File: src/rtl/wvb_rd_ctrl.sv
// Waveform buffer readout: pops event headers, reads the inclusive (wrapping) address range
// from the waveform RAM and streams one header beat plus the waveform words via a skid FIFO.
module wvb_rd_ctrl #(
    parameter int P_ADR_WIDTH  = 12,
    parameter int P_DATA_WIDTH = 64,
    parameter int P_LTC_WIDTH  = 48,
    parameter int P_RD_LAT     = 2,
    parameter int P_SKID_DEPTH = 4
) (
    input  logic                    clk,
    input  logic                    rst_n,
    input  logic                    hdr_empty,
    input  logic [P_LTC_WIDTH-1:0]  hdr_evt_ltc,
    input  logic [P_ADR_WIDTH-1:0]  hdr_start_addr,
    input  logic [P_ADR_WIDTH-1:0]  hdr_stop_addr,
    output logic                    hdr_rdreq,
    output logic [P_ADR_WIDTH-1:0]  wvb_rd_addr,
    output logic                    wvb_rd_en,
    input  logic [P_DATA_WIDTH-1:0] wvb_rd_data,
    output logic [P_DATA_WIDTH-1:0] dout,
    output logic                    dout_valid,
    input  logic                    dout_ready,
    output logic                    dout_sof,
    output logic                    dout_eof,
    output logic [P_ADR_WIDTH-1:0]  rd_ptr,
    output logic                    busy
);
    localparam int CNT_W = $clog2(P_SKID_DEPTH + 1);
    localparam int IDX_W = (P_SKID_DEPTH > 1) ? $clog2(P_SKID_DEPTH) : 1;
    localparam int LEN_W = P_ADR_WIDTH + 1;
    localparam logic [LEN_W-1:0]       LEN_ONE  = LEN_W'(1);
    localparam logic [P_ADR_WIDTH-1:0] ADR_ONE  = P_ADR_WIDTH'(1);
    localparam logic [IDX_W-1:0]       IDX_ONE  = IDX_W'(1);
    localparam logic [IDX_W-1:0]       IDX_LAST = IDX_W'(P_SKID_DEPTH - 1);
    localparam logic [CNT_W-1:0]       CNT_ONE  = CNT_W'(1);

    typedef enum logic [1:0] {S_IDLE, S_HDR, S_DATA, S_DRAIN} state_t;

    state_t                  state_q, state_d;
    logic [P_LTC_WIDTH-1:0]  ltc_q, ltc_d;
    logic [P_ADR_WIDTH-1:0]  startAddr_q, startAddr_d;
    logic [P_ADR_WIDTH-1:0]  stopAddr_q, stopAddr_d;
    logic [P_ADR_WIDTH-1:0]  rdAddr_q, rdAddr_d;
    logic [P_ADR_WIDTH-1:0]  rdPtr_q, rdPtr_d;
    logic [LEN_W-1:0]        nWords_q, nWords_d;
    logic [LEN_W-1:0]        remain_q, remain_d;
    logic [P_RD_LAT-1:0]     pipeVld_q, pipeEof_q;

    logic [P_DATA_WIDTH+1:0] skidMem [P_SKID_DEPTH];
    logic [IDX_W-1:0]        wrIdx_q, rdIdx_q;
    logic [CNT_W-1:0]        count_q;

    logic                    credit, issue, issueEof, hdrPush, push, pop, popEof;
    logic [P_DATA_WIDTH-1:0] hdrBeat;
    logic [P_DATA_WIDTH+1:0] pushWord, headWord;
    int                      inflight;

    // A read may only start if its data is guaranteed a skid slot when it returns.
    always_comb begin
        inflight = 0;
        for (int i = 0; i < P_RD_LAT; i++) begin
            inflight += int'(pipeVld_q[i]);
        end
        credit = (int'(count_q) + inflight) < P_SKID_DEPTH;
    end

    always_comb begin
        hdrBeat = '0;
        hdrBeat[P_LTC_WIDTH-1:0]      = ltc_q;
        hdrBeat[P_LTC_WIDTH +: LEN_W] = nWords_q;
    end

    always_comb begin
        state_d     = state_q;
        ltc_d       = ltc_q;
        startAddr_d = startAddr_q;
        stopAddr_d  = stopAddr_q;
        nWords_d    = nWords_q;
        rdAddr_d    = rdAddr_q;
        remain_d    = remain_q;
        rdPtr_d     = rdPtr_q;
        hdr_rdreq   = 1'b0;
        issue       = 1'b0;
        issueEof    = 1'b0;
        hdrPush     = 1'b0;
        case (state_q)
            S_IDLE: begin
                if (!hdr_empty && rst_n) begin
                    hdr_rdreq   = 1'b1;
                    ltc_d       = hdr_evt_ltc;
                    startAddr_d = hdr_start_addr;
                    stopAddr_d  = hdr_stop_addr;
                    nWords_d    = {1'b0, hdr_stop_addr - hdr_start_addr} + LEN_ONE;
                    state_d     = S_HDR;
                end
            end
            S_HDR: begin
                if (credit) begin
                    hdrPush  = 1'b1;
                    rdAddr_d = startAddr_q;
                    remain_d = nWords_q;
                    state_d  = S_DATA;
                end
            end
            S_DATA: begin
                if (credit) begin
                    issue    = 1'b1;
                    issueEof = (remain_q == LEN_ONE);
                    rdAddr_d = rdAddr_q + ADR_ONE;
                    remain_d = remain_q - LEN_ONE;
                    if (remain_q == LEN_ONE) begin
                        state_d = S_DRAIN;
                    end
                end
            end
            S_DRAIN: begin
                if (popEof) begin
                    rdPtr_d = stopAddr_q + ADR_ONE;
                    state_d = S_IDLE;
                end
            end
            default: state_d = S_IDLE;
        endcase
    end

    // Header and RAM returns never coincide: a header is only pushed once the read pipe is empty.
    assign push       = hdrPush || pipeVld_q[P_RD_LAT-1];
    assign pushWord   = hdrPush ? {1'b0, 1'b1, hdrBeat}
                                : {pipeEof_q[P_RD_LAT-1], 1'b0, wvb_rd_data};
    assign headWord   = skidMem[rdIdx_q];
    assign dout_valid = (count_q != '0);
    assign pop        = dout_valid && dout_ready;
    assign dout       = dout_valid ? headWord[P_DATA_WIDTH-1:0] : '0;
    assign dout_sof   = dout_valid && headWord[P_DATA_WIDTH];
    assign dout_eof   = dout_valid && headWord[P_DATA_WIDTH+1];
    assign popEof     = pop && dout_eof;

    assign wvb_rd_en   = issue;
    assign wvb_rd_addr = rdAddr_q;
    assign rd_ptr      = rdPtr_q;
    assign busy        = (state_q != S_IDLE);

    always_ff @(posedge clk) begin
        if (!rst_n) begin
            state_q     <= S_IDLE;
            ltc_q       <= '0;
            startAddr_q <= '0;
            stopAddr_q  <= '0;
            nWords_q    <= '0;
            rdAddr_q    <= '0;
            remain_q    <= '0;
            rdPtr_q     <= '0;
            pipeVld_q   <= '0;
            pipeEof_q   <= '0;
            wrIdx_q     <= '0;
            rdIdx_q     <= '0;
            count_q     <= '0;
        end else begin
            state_q      <= state_d;
            ltc_q        <= ltc_d;
            startAddr_q  <= startAddr_d;
            stopAddr_q   <= stopAddr_d;
            nWords_q     <= nWords_d;
            rdAddr_q     <= rdAddr_d;
            remain_q     <= remain_d;
            rdPtr_q      <= rdPtr_d;
            pipeVld_q[0] <= issue;
            pipeEof_q[0] <= issueEof;
            for (int i = 1; i < P_RD_LAT; i++) begin
                pipeVld_q[i] <= pipeVld_q[i-1];
                pipeEof_q[i] <= pipeEof_q[i-1];
            end
            if (push) begin
                wrIdx_q <= (wrIdx_q == IDX_LAST) ? '0 : wrIdx_q + IDX_ONE;
            end
            if (pop) begin
                rdIdx_q <= (rdIdx_q == IDX_LAST) ? '0 : rdIdx_q + IDX_ONE;
            end
            case ({push, pop})
                2'b10:   count_q <= count_q + CNT_ONE;
                2'b01:   count_q <= count_q - CNT_ONE;
                default: count_q <= count_q;
            endcase
        end
    end

    always_ff @(posedge clk) begin
        if (rst_n && push) begin
            skidMem[wrIdx_q] <= pushWord;
        end
    end

endmodule

File: config.mk
export PLATFORM = sky130hd
export DESIGN_NAME = wvb_rd_ctrl
export DESIGN_NICKNAME = d
export VERILOG_FILES = /design/src/rtl/wvb_rd_ctrl.sv
export SDC_FILE = /design/constraint.sdc
export NUM_CORES = 1
export LEC_CHECK = 0
export CORE_ASPECT_RATIO = 1.5
export CORE_MARGIN = 8
export CORE_UTILIZATION = 30
export CTS_CLUSTER_SIZE = 20
export DETAILED_ROUTE_END_ITERATION = 16
export PLACE_DENSITY = 0.5
export SYNTH_ARGS = -nofsm -noshare
export SYNTH_HDL_FRONTEND = slang
export SYNTH_SLANG_ARGS = --single-unit
File: constraint.sdc
create_clock -name clk -period 3.7 [get_ports clk]
set_input_delay 0.74 -clock clk [delete_from_list [all_inputs] [get_ports clk]]
set_output_delay 0.74 -clock clk [all_outputs]
set_load 0.005 [all_outputs]
==> results.md <==
* Outcome: finished clean
* Most common cell after layout, fill and taps aside: edfxtp_1
* Vias in the first global route at 11900
* Total GRT Usage at 14.4%
* Post-synth top flop: edfxtp_1
* Clk_lat worst skew at 0.56 ns
* Post-synthesis sequential area ratio at 61.9%
* Nets at 1709
* Avg Inst Size Synth at 13.1 um^2
* Hold EP: pipeEof_q[1]
* Final Hold Viols at 0
* Die footprint at 65500 um^2
* Worst Reg-to-Reg Cells at 6
* RSZ-0062 raised after global routing: false
* Most frequent cells in the layout: edfxtp_1 (264), clkdlybuf4s50_1 (232), nand2_1 (160)
* PD cells at 701 nW/um^2
* Vias per inst at 4.80
* Worst Hold Depth at 1
* Remaining antenna violation count after routing at 0
* CTS root buf: clkbuf_16
* Post-CTS sizing at 0
* Reg2Reg Setup Slack at 0.86 ns
* Detailed Routing Iterations Pass 1 at 5
* R2r endpoint: skidMem[2][6]
* Hold_buf cts at 0
* Die X at 212 um
* R2R Path Start: count_q[0]
* Fill count at 5519
* Yosys top cell by area: edfxtp_1
* Final Max Slew Viols at 0
* CP required at 2.96 ns
* Crit start category: flip-flop
* Clock Sinks at 401
* Mapped cell area at 17200 um^2
* H-tree depth at 2
* Worst slew pin tran at 1.13 ns
* Max_slew headroom at 25.0%
* Starting density of the core at 30.4%
* Wirelength per Cell at 20.5 um
* Min-delay src: pipeEof_q[0]
* Synth area leaders: edfxtp_1 (46%), dfxtp_1 (16%), mux4_2 (8.6%)
* Placer Congestion at 0.810
* PortBufs at 233
* Layout area overhead at 27.3%
* VDD IR-drop max at 0.000363 V
* Cell Rows at 107
* Max Fclk at 297 MHz
* Minimum clock period after layout at 3.37 ns
* Top-area cell type share of the netlist area at 46.0%
* Arr. time, crit path at 2.63 ns
* Setup TNS at 0 ns
* Hold WC Path Type: flip-flop to flip-flop
* Final setup vio count at 0
* Top Ports at 234
* Max clock buf depth at 3
* Initial DRC Count at 515
* Final setup margin at 0.332 ns
* Yosys cell types at 68
* Post-synthesis instance total at 1318
* Crit-path max FO at 37
* Grt total ovfl at 0
* Yosys warns at 0
* First-pass GRT wire length at 72.3 mm
* WS Path Type: flip-flop to output port
* Max cap viols at 0
* Num CTS Buffers at 42
* Post-CTS setup buffer count at 0
* Largest net degree at the start of global routing at 71
* Core Area at 56800 um^2
* Placed Cells at 2259
* EDFF count, synth at 264
* Clock transition at path regs at 0.06 ns
* Post-synth ARST share at 0%
* Final instance area at 21900 um^2
* Layout cells sized above 1 at 15.0%
* Detailed Route WL at 47.9 mm
* Cell Count, Final, Fillers Out at 2339
* Setup WS pre-CTS at 0.130 ns
* Setup Skew at 0.0195 ns
* Static leakage at 7.61 nW
* Die Height at 310 um
* Drc violations at 0
* Final period utilization at 91.0%
* Via count at 11200
* Dpl hpwl at 32.1 mm
* Post-Syn Nets at 1487
* CP Capture Type: output port
* Placed Area at 20500 um^2
* FF+latch count, synth at 401
* Initial antenna violation count at 3
* CTS tree: built
-- worst max path at each step --
| stage | slack [ns] | cells after the start | startpoint | end |
|---|---|---|---|---|
| 2_1_floorplan | 0.26 | 7 | count_q[0] | skidMem[3][0] |
| 3_3_place_gp | 0.15 | 11 | hdr_start_addr[0] | nWords_q[10] |
| 3_5_place_dp | 0.13 | 11 | hdr_start_addr[0] | nWords_q[10] |
| 4_1_cts | 0.22 | 4 | flip-flop | dout[14] |
| 5_1_grt | 0.15 | 4 | flip-flop | dout[63] |
| 6_report | 0.33 | 4 | flip-flop | dout[14] |
-- per-stage QoR --
stage / hold slack [ns] / util, % / power (mW)
3_3_place_gp: 0.417 / 36.1 / 11.2
5_1_grt: 0.465 / 38.6 / 16.3
4_1_cts: 0.440 / 38.6 / 15.7
6_report: 0.437 / 38.6 / 15.4
2_1_floorplan: 0.412 / - / 8.91
3_5_place_dp: 0.419 / 36.1 / 11.3
-- flip-flops by register name (all words and copies together) (netlist names), named ones only --
| register | count |
|---|---|
| startAddr_q | 12 |
| skidMem | 264 |
| remain_q | 13 |
| count_q | 3 |
| rdIdx_q | 2 |
| wvb_rd_addr | 12 |
| rd_ptr | 12 |
| nWords_q | 13 |
| state_q | 2 |
| stopAddr_q | 12 |
| ltc_q | 48 |
| wrIdx_q | 2 |
| pipeEof_q | 2 |
| pipeVld_q | 2 |
-- logic make-up (layout without fill, tap and decap cells) --
logic type | count (synthesis) | count (layout) | share of synthesized area, %
adder cells (fa/ha/maj) | 29 | 29 | 2.19
flip-flops | 401 | 401 | 61.9
multiplexers | 132 | 132 | 12.9
buffers and inverters | 121 | 377 | 2.84
other | 0 | 2 | 0
AND/OR/NAND/NOR | 451 | 451 | 12.9
XOR/XNOR | 30 | 30 | 1.70
AO/OA/AOI/OAI | 154 | 154 | 5.60
-- Yosys cell counts, types with 2 or more instances --
cell       count
a211oi_1      18
a21o_1         2
a21oi_1       41
a21oi_2        2
a22oi_1        2
a31oi_1        3
and2_1        72
and3_1        12
buf_1         11
buf_2         16
buf_4          2
clkbuf_1      53
dfxtp_1      137
edfxtp_1     264
fa_1           2
ha_1          27
inv_1         35
inv_2          3
mux2_1        20
mux2_2        41
mux2i_1        5
mux4_2        66
nand2_1      160
nand3_1      100
nand3b_1       2
nand4_1       12
nor2_1        51
nor2_2         2
nor2b_1       13
nor3_1         8
nor4_1         4
o2111ai_1      3
o21ai_0       44
o21ai_1        7
o221a_2        2
o221ai_1       5
o22ai_1        7
o31ai_1        5
or3_1          4
xnor2_1        8
xnor2_2        3
xor2_1        18
-- power breakdown --
part           leakage [nW]  switching [mW]  internal [mW]
registers              3.53           0.383           5.65
clock network         0.699            1.73           2.59
logic                  3.38            2.61           2.43
-- layer usage --
layer / up-vias / share of wire, % / global-route usage, %
li1: 5306 / - / -
met1: 5579 / 38 / 15.7
met2: 271 / 53 / 26.9
met3: 73 / 5.7 / 3.51
met4: 0 / 2.9 / 4.76
met5: - / 0 / 0
-- critical path, stage by stage (launching register included) --
cell	delay, ns
dfxtp_4	0.49
buf_12	0.35
mux4_2	0.55
and2_1	0.21
clkdlybuf4s50_1	0.46
-- layout make-up --
type / count / area (um^2) / area share [%]
Inverter: 38 / 143 / 0.650
Sequential cell: 401 / 10700 / 48.7
Clock buffer: 59 / 1220 / 5.57
Antenna cell: 2 / 5.00 / 0.0228
Timing Repair Buffer: 261 / 2630 / 12.0
Multi-Input combinational cell: 796 / 6110 / 27.8
Clock inverter: 19 / 199 / 0.907
Tap cell: 763 / 955 / 4.35
Power figures use the tool's default switching activity.
